===== config.mk =====
export PLATFORM = sky130hd
export DESIGN_NAME = rt_ibex_pcs_rf_writeback
export DESIGN_NICKNAME = d
export VERILOG_FILES = /design/src/rtl/rt_ibex_pcs_rf_writeback.sv
export SDC_FILE = /design/constraint.sdc
export NUM_CORES = 1
export LEC_CHECK = 0
export CORE_MARGIN = 1.5
export CORE_UTILIZATION = 35
export CTS_CLUSTER_SIZE = 12
export DETAILED_ROUTE_END_ITERATION = 7
export PLACE_DENSITY_LB_ADDON = 0.2
export RECOVER_POWER = 50
export SLEW_MARGIN = 20
export SYNTH_ARGS = -nofsm -noshare
export SYNTH_HDL_FRONTEND = slang
export SYNTH_SLANG_ARGS = --single-unit
export TNS_END_PERCENT = 1

===== constraint.sdc =====
create_clock -name clk_i -period 6.3 [get_ports clk_i]
set_input_delay 1.26 -clock clk_i [delete_from_list [all_inputs] [get_ports clk_i]]
set_output_delay 1.26 -clock clk_i [all_outputs]
set_load 0.005 [all_outputs]

===== src/rtl/rt_ibex_pcs_rf_writeback.sv =====
`default_nettype none
// ============================================================================
// Module   : rt_ibex_pcs_rf_writeback
// Brief    : Restores a saved PCS context into the Ibex register file on mret.
//            The context word is captured from the LIFO, then the registers
//            are written back one slot per granted cycle while the core is
//            stalled. The block also tracks the nesting depth of saved
//            contexts and flags overflow, underflow and protocol errors.
// Revision : 1.0 - initial release
// ============================================================================
module rt_ibex_pcs_rf_writeback #(
  parameter int unsigned NrSavedRegs    = 9,
  parameter int unsigned DataWidth      = 32,
  parameter int unsigned MaxDepth       = 8,
  // Slot i address lives in bits [5*i +: 5]; slot 0 is the lowest field.
  parameter logic [NrSavedRegs*5-1:0] SlotAddr = {5'd14, 5'd13, 5'd12, 5'd11,
                                                  5'd10, 5'd7, 5'd6, 5'd5, 5'd1},
  parameter int unsigned RestoreTimeout = 4,
  localparam int unsigned DepthW = $clog2(MaxDepth + 1),
  localparam int unsigned SlotW  = (NrSavedRegs > 1) ? $clog2(NrSavedRegs) : 1,
  localparam int unsigned TimerW = $clog2(RestoreTimeout + 1)
) (
  input  logic                                  clk_i,
  input  logic                                  rst_ni,
  input  logic                                  irq_ack_i,
  input  logic                                  next_mret_i,
  input  logic                                  restore_en_i,
  input  logic [NrSavedRegs-1:0][DataWidth-1:0] restore_data_i,
  output logic                                  rf_we_o,
  output logic [4:0]                            rf_waddr_o,
  output logic [DataWidth-1:0]                  rf_wdata_o,
  input  logic                                  rf_wgnt_i,
  output logic                                  stall_o,
  output logic                                  done_o,
  output logic [DepthW-1:0]                     depth_o,
  output logic                                  overflow_o,
  output logic                                  underflow_o,
  output logic                                  err_o
);

  typedef enum logic [1:0] {
    IDLE      = 2'd0,
    WAIT_DATA = 2'd1,
    WRITE     = 2'd2,
    DONE      = 2'd3
  } state_e;

  state_e                                state_q, state_d;
  logic [DepthW-1:0]                     depth_q, depth_d;
  logic [SlotW-1:0]                      slot_q, slot_d;
  logic [TimerW-1:0]                     timer_q, timer_d;
  logic [NrSavedRegs-1:0][DataWidth-1:0] buf_q;

  logic                 capture;
  logic                 mret_req;
  logic                 mret_accept;
  logic                 underflow;
  logic                 overflow;
  logic                 stall;
  logic                 we;
  logic [4:0]           waddr;
  logic [DataWidth-1:0] wdata;
  logic                 done;
  logic                 err;

  // Unpack the flat address parameter into a per-slot lookup table.
  logic [4:0] slot_addr_tbl [NrSavedRegs];

  generate
    for (genvar g = 0; g < NrSavedRegs; g++) begin : g_slot_addr
      assign slot_addr_tbl[g] = SlotAddr[g*5 +: 5];
    end
  endgenerate

  // An mret only counts in IDLE and loses to a simultaneous interrupt ack,
  // mirroring the push-over-pop priority of the LIFO.
  assign mret_req    = (state_q == IDLE) && next_mret_i && !irq_ack_i;
  assign mret_accept = mret_req && (depth_q != '0);
  assign underflow   = mret_req && (depth_q == '0);
  assign overflow    = irq_ack_i && (depth_q == DepthW'(MaxDepth));

  // Nesting depth: acks are counted in every state; a full LIFO holds.
  always_comb begin
    depth_d = depth_q;
    if (irq_ack_i) begin
      if (!overflow) begin
        depth_d = depth_q + DepthW'(1);
      end
    end else if (mret_accept) begin
      depth_d = depth_q - DepthW'(1);
    end
  end

  // Restore sequencer: next state, slot/timer updates and raw outputs.
  always_comb begin
    state_d = state_q;
    slot_d  = slot_q;
    timer_d = timer_q;
    capture = 1'b0;
    stall   = 1'b0;
    we      = 1'b0;
    waddr   = '0;
    wdata   = '0;
    done    = 1'b0;
    err     = 1'b0;

    unique case (state_q)
      IDLE: begin
        // Context data with no pending restore is dropped and flagged.
        if (restore_en_i) begin
          err = 1'b1;
        end
        if (mret_accept) begin
          stall   = 1'b1;
          timer_d = '0;
          state_d = WAIT_DATA;
        end
      end

      WAIT_DATA: begin
        stall = 1'b1;
        if (restore_en_i) begin
          capture = 1'b1;
          slot_d  = '0;
          timer_d = '0;
          state_d = WRITE;
        end else if (timer_q == TimerW'(RestoreTimeout - 1)) begin
          // The LIFO never answered; give up. Depth stays decremented.
          err     = 1'b1;
          timer_d = '0;
          state_d = IDLE;
        end else begin
          timer_d = timer_q + TimerW'(1);
        end
      end

      WRITE: begin
        stall = 1'b1;
        we    = 1'b1;
        waddr = slot_addr_tbl[slot_q];
        wdata = buf_q[slot_q];
        // A second context while draining is a protocol error; ignore it.
        if (restore_en_i) begin
          err = 1'b1;
        end
        // Without a grant the slot, address and data stay put.
        if (rf_wgnt_i) begin
          if (slot_q == SlotW'(NrSavedRegs - 1)) begin
            slot_d  = '0;
            state_d = DONE;
          end else begin
            slot_d = slot_q + SlotW'(1);
          end
        end
      end

      DONE: begin
        done    = 1'b1;
        state_d = IDLE;
      end

      default: begin
        state_d = IDLE;
      end
    endcase
  end

  // Control state registers.
  always_ff @(posedge clk_i or negedge rst_ni) begin
    if (!rst_ni) begin
      state_q <= IDLE;
      depth_q <= '0;
      slot_q  <= '0;
      timer_q <= '0;
    end else begin
      state_q <= state_d;
      depth_q <= depth_d;
      slot_q  <= slot_d;
      timer_q <= timer_d;
    end
  end

  // Capture the full context word when the LIFO presents it.
  always_ff @(posedge clk_i or negedge rst_ni) begin
    if (!rst_ni) begin
      buf_q <= '0;
    end else if (capture) begin
      buf_q <= restore_data_i;
    end
  end

  // Outputs are forced low while reset is held so an abort is visible at once,
  // even though the pulse flags decode straight from the inputs.
  assign stall_o     = stall & rst_ni;
  assign rf_we_o     = we & rst_ni;
  assign rf_waddr_o  = rst_ni ? waddr : 5'd0;
  assign rf_wdata_o  = rst_ni ? wdata : '0;
  assign done_o      = done & rst_ni;
  assign err_o       = err & rst_ni;
  assign overflow_o  = overflow & rst_ni;
  assign underflow_o = underflow & rst_ni;
  assign depth_o     = depth_q;

endmodule
`default_nettype wire


==> results_dict.tcl, run 1 <==
set metrics [dict create \
    ys_ff_latch 301 \
    power_density_mw_per_mm2 437.8 \
    period_share_pct 78.30 \
    cp_num_buf_inv 2 \
    cts_resized 0 \
    cts_num_sinks 301 \
    path_cells "buf_4, mux4_2, o211ai_1, nand2_1, clkdlybuf4s50_1" \
    synthFlopType "dfrtp_1" \
    rrSetupSlack_ps 2230 \
    die_h_microns 203.7 \
    core_sq_mm 0.03973 \
    yosys_warnings 0 \
    slowest_stage "dfrtp_4" \
    async_flop_share_pct 100.0 \
    critPathCaptureType "output pin" \
    crit_family "buffers and inverters" \
    worstHoldPathCells 1 \
    hold_violations 0 \
    gp_congestion 0.8325 \
    leakage_nw 7.485 \
    pre_cts_slack_ps 1634 \
    firstDrtPassIters 4 \
    globalRouteOverflowTotal 0 \
    clk_pin_slew_worst_paths_ps 60 \
    syn_area_sq_mm 0.01410 \
    initial_utilization_pct 35.48 \
    cts_htree_levels 2 \
    cp.required_ps 5040 \
    seq_area_frac_synth_pct 53.43 \
    hp-class "reg -> reg" \
    yosysMostFrequentCell "dfrtp_1" \
    cts_root_buf "clkbuf_16" \
    syn_area_per_cell_sq_um 14.36 \
    wirelength_microns 40220 \
    cts_inserted_buffers 36 \
    rows 73 \
    fin_crit_ps 4933 \
    hold_buffers 0 \
    vdd_ir_drop_max_mv 0.2513 \
    finalSetupTns_ps 0 \
    cp_slowest_stage_delay_ps 1040 \
    path_depth 5 \
    synth.distinct_cells 42 \
    die_area_sq_mm 0.04149 \
    reg2reg_depth 5 \
    nets 1612 \
    r2r_end "buf_q[186]$_DFFE_PN0P_" \
    synth_top_area_share_pct 53.43 \
    pin_count 341 \
    fmaxAchievable_mhz 202.7 \
    grt_max_degree 150 \
    tightestPinTransition_ps 3338 \
    whs_endpoint "timer_q[2]$_DFFE_PN0P_" \
    die_width_microns 203.7 \
    postPlaceCellArea_sq_mm 0.01784 \
    hold_start "timer_q[2]$_DFFE_PN0P_" \
    track_usage_pct 19.51 \
    worstPathMaxFanout 50 \
    worstPathArrival_ps 3670 \
    post-cts-setup-buffers 0 \
    failed_checks "capacitance limit, slew limit" \
    cts.path.max_buffers 3 \
    grt_setup_unrepaired "false" \
    ys_top_cells_by_area "dfrtp_1, mux2_2, mux2i_1, mux4_2, nand2_1" \
    vias 9171 \
    areaGrowthSynthToFinish_pct 34.30 \
    synthCells 982 \
    setup_slack_ps 1367 \
    grt_pass1_vias 9981 \
    synth_edf_count 0 \
    cts_tree "built" \
    cap_violations 2 \
    synthesis.nets 1290 \
    drt_iter0_drc 470 \
    synth_common_cells "dfrtp_1, mux2_2, nand2_1, mux2i_1, a22oi_1" \
    fillers 3572 \
    hpwl_microns 28510 \
    drt-wirelength-per-cell_microns 21.73 \
    grt_pass1_wl_microns 60820 \
    setup.worst_path.class "reg -> out" \
    stdcell_area_sq_mm 0.01893 \
    viasPerCell 4.955 \
    remaining_drc_errors 0 \
    status "finished, violations left" \
    critPathLaunchType "flip-flop" \
    port_buffers 339 \
    insertion_delay_ps 540 \
    ant_nets 0 \
    antenna_found_initial 5 \
    drive_gt1_share_pct 29.46 \
    setup_viol 0 \
    slew_headroom_pct -122.5 \
    yosysTopAreaCell "dfrtp_1" \
    slew_violations 223 \
    skew_ps 16.63 \
]
## flip-flops by register name, summed over array words and instances (netlist names), named ones only
| name | count |
|---|---|
| slot_q | 4 |
| state_q | 1 |
| depth_o | 4 |
| buf_q | 288 |
| timer_q | 3 |
## routing by layer
metal	vias up	share of wire, %	global-route usage (%)
met5	-	0.11	0
met4	6	2.6	6.587
met3	70	7.6	6.360
met2	228	44	28.85
met1	4635	46	26.83
li1	4232	-	-
## report_power, final
group / internal, mW / total, mW / switching, mW
registers: 2.92 / 3.49 / 0.564
clock network: 1.23 / 2.03 / 0.803
logic: 1.75 / 2.77 / 1.02
total: 5.90 / 8.29 / 2.39
## worst reg2reg max path, stage by stage (launching register included)
cell,delay (ps)
dfrtp_1,430
inv_1,100
ha_1,220
and2_0,210
clkbuf_2,2240
mux2_2,750
## logic make-up after synthesis
logic type | share of synthesized area [%]
mux | 33.35
flops | 53.43
simple gates | 3.905
compound gates | 4.242
buf+inv | 3.621
fa+ha+maj | 1.296
xor+xnor | 0.1243
other cells | 0.02660
## worst max-delay path by stage
stage | startpoint | end
after global placement | rst_ni | rf_wdata_o[22]
after global routing | slot_q[0]$_DFFE_PN0P_ | rf_wdata_o[22]
after floorplan | rst_ni | rf_wdata_o[0]
final | slot_q[0]$_DFFE_PN0P_ | rf_wdata_o[22]
after detailed placement | rst_ni | rf_wdata_o[22]
after CTS | slot_q[0]$_DFFE_PN0P_ | rf_wdata_o[22]
## area by class of cell
class / count / area (sq um) / area share, %
sequential: 301 / 7538 / 39.82
multi-input combinational: 608 / 6063 / 32.02
timing repair buffer: 351 / 3516 / 18.57
clock buffer: 53 / 1056 / 5.578
tap: 525 / 656.9 / 3.469
clock inverter: 5 / 75.07 / 0.3965
inverter: 6 / 22.52 / 0.1190
antenna: 2 / 5.005 / 0.02643
## cell usage in the layout, fill, tap and decap left out, drive strengths merged, types with 7 or more instances in the layout
cell,Yosys,layout
ha,13,13
a22oi,33,33
nand2,71,71
nand2b,7,7
mux2,292,292
mux2i,67,67
clkdlybuf4s50,0,336
dfrtp,301,301
mux4,32,32
nor2,16,16
buf,59,11
clkbuf,8,55
o211ai,32,32
## stage by stage
stage	instances	utilization (%)	hold WS, ps	power (mW)
final	1851	47.65	489.7	8.289
after floorplan	982	-	458.1	5.455
after CTS	1849	47.74	492.9	8.374
after global routing	1850	47.65	512.1	8.833
after global placement	1790	44.82	475.3	6.192
after detailed placement	1791	44.89	480.5	6.297
No activity file was read; power rests on OpenSTA's default activity.
==> inputs of run 2 (changes only) <==
- clock period: 6.3 -> 4.57 ns (I/O delays scaled with it)
==> results_dict.tcl, run 2 (synthesis results as in run 1) <==
set metrics [dict create \
    status "finished, violations left" \
    failed_checks "capacitance limit, slew limit" \
    cts.path.max_buffers 3 \
    cts_tree "built" \
    hpwl_microns 29930 \
    cts_resized 0 \
    drive_gt1_share_pct 29.57 \
    ant_nets 0 \
    clk_pin_slew_worst_paths_ps 60 \
    hold_violations 0 \
    globalRouteOverflowTotal 0 \
    postPlaceCellArea_sq_mm 0.01791 \
    post-cts-setup-buffers 0 \
    cts_inserted_buffers 36 \
    gp_congestion 0.8086 \
    insertion_delay_ps 530 \
    stdcell_area_sq_mm 0.01899 \
    port_buffers 339 \
    grt_setup_unrepaired "false" \
    cts_htree_levels 2 \
    remaining_drc_errors 0 \
    nets 1618 \
    hold_buffers 0 \
    cts_num_sinks 301 \
    viasPerCell 4.982 \
    pin_count 341 \
    grt_max_degree 142 \
    vdd_ir_drop_max_mv 0.2529 \
    fillers 3573 \
    tightestPinTransition_ps 2857 \
    areaGrowthSynthToFinish_pct 34.73 \
    multi_input_area_sq_mm 0.006058 \
    worstPathArrival_ps 4570 \
    die_width_microns 203.7 \
    drt-wirelength-per-cell_microns 21.91 \
    initial_utilization_pct 35.48 \
    slew_violations 173 \
    hp-class "in -> async" \
    setup.worst_path.class "in -> reg" \
    period_share_pct 91.03 \
    grt_pass1_vias 9837 \
    vias 9252 \
    skew_ps 9.549 \
    grt_pass1_wl_microns 61130 \
    critPathCaptureType "flip-flop" \
    track_usage_pct 19.78 \
    drt_iter0_drc 515 \
    cp.required_ps 4980 \
    antenna_found_initial 7 \
    cts_root_buf "clkbuf_16" \
    fmaxAchievable_mhz 240.4 \
    wirelength_microns 40690 \
    final_cell_mix "clkdlybuf4s50_1, dfrtp_1, mux2_2" \
    power_density_mw_per_mm2 608.7 \
    regMostFlops "buf_q" \
    die_h_microns 203.7 \
    fin_crit_ps 4160 \
    final_common_cell "clkdlybuf4s50_1" \
    finalSetupTns_ps 0 \
    reg2reg_depth 5 \
    critPathLaunchType "primary input" \
    rrSetupSlack_ps 630 \
    cap_violations 2 \
    core_sq_mm 0.03973 \
    rows 73 \
    total_power_mw 11.56 \
    die_area_sq_mm 0.04149 \
    largest_reg_flops 288 \
    slew_headroom_pct -90.57 \
    r2r_end "buf_q[53]$_DFFE_PN0P_" \
    seq_area_sq_mm 0.007538 \
    setup_viol 0 \
    leakage_nw 7.507 \
    firstDrtPassIters 4 \
    worstPathMaxFanout 34 \
]
==> run 2: cell count changes in the layout (fill, tap and decap cells not counted), sizes merged <==
cell / before / now
buf: 11 / 17
inv: 6 / 7
diode: 2 / 3
bufinv: 2 / 1
clkinv: 3 / 2
==> run 2: where the power goes <==
group	internal (mW)	switching, mW
clock	1.64	1.09
combinational	2.36	1.70
sequential	4.03	0.736
==> run 2: worst max-delay path, stage by stage <==
cell and delay [ps]:
dlygate4sd3_1 580, and2_0 2090, buf_4 580, mux2_2 380
==> run 2: per-layer routing <==
layer | part of all wire (%) | global-route usage [%] | up-vias
met5 | 0.13 | 0 | -
met4 | 2.5 | 6.852 | 8
met3 | 6.8 | 4.954 | 66
met2 | 43 | 28.33 | 265
met1 | 47 | 28.90 | 4662
li1 | - | - | 4251
==> run 2: cell type report <==
| class | count | area share (%) |
|---|---|---|
| clock buffers | 53 | 5.560 |
| well taps | 525 | 3.459 |
| diodes | 3 | 0.03953 |
| multi-input cells | 608 | 31.90 |
| clock inverters | 4 | 0.2569 |
| flip-flops and latches | 301 | 39.69 |
| repair buffers | 357 | 18.98 |
| inverters | 6 | 0.1186 |
==> run 2: stage by stage <==
stage	utilization [%]	instances	hold WS [ps]	setup WS [ps]
2_1_floorplan	-	982	458.1	2016
3_3_place_gp	45.08	1797	472.9	936.7
3_5_place_dp	45.08	1797	485.1	908.6
4_1_cts	47.86	1854	213.5	362.9
5_1_grt	47.80	1856	228.1	175.3
6_report	47.80	1857	229.5	410.0
==> run 2: worst max-delay path by stage <==
stage,startpoint,end,slack (ps),cells after the start
2_1_floorplan,rst_ni,rf_wdata_o[0],2020,5
3_3_place_gp,rst_ni,rf_wdata_o[10],940,7
3_5_place_dp,rst_ni,rf_wdata_o[10],910,7
4_1_cts,slot_q[0]$_DFFE_PN0P_,rf_wdata_o[1],360,5
5_1_grt,restore_en_i,buf_q[63]$_DFFE_PN0P_,180,4
6_report,restore_en_i,buf_q[53]$_DFFE_PN0P_,410,4
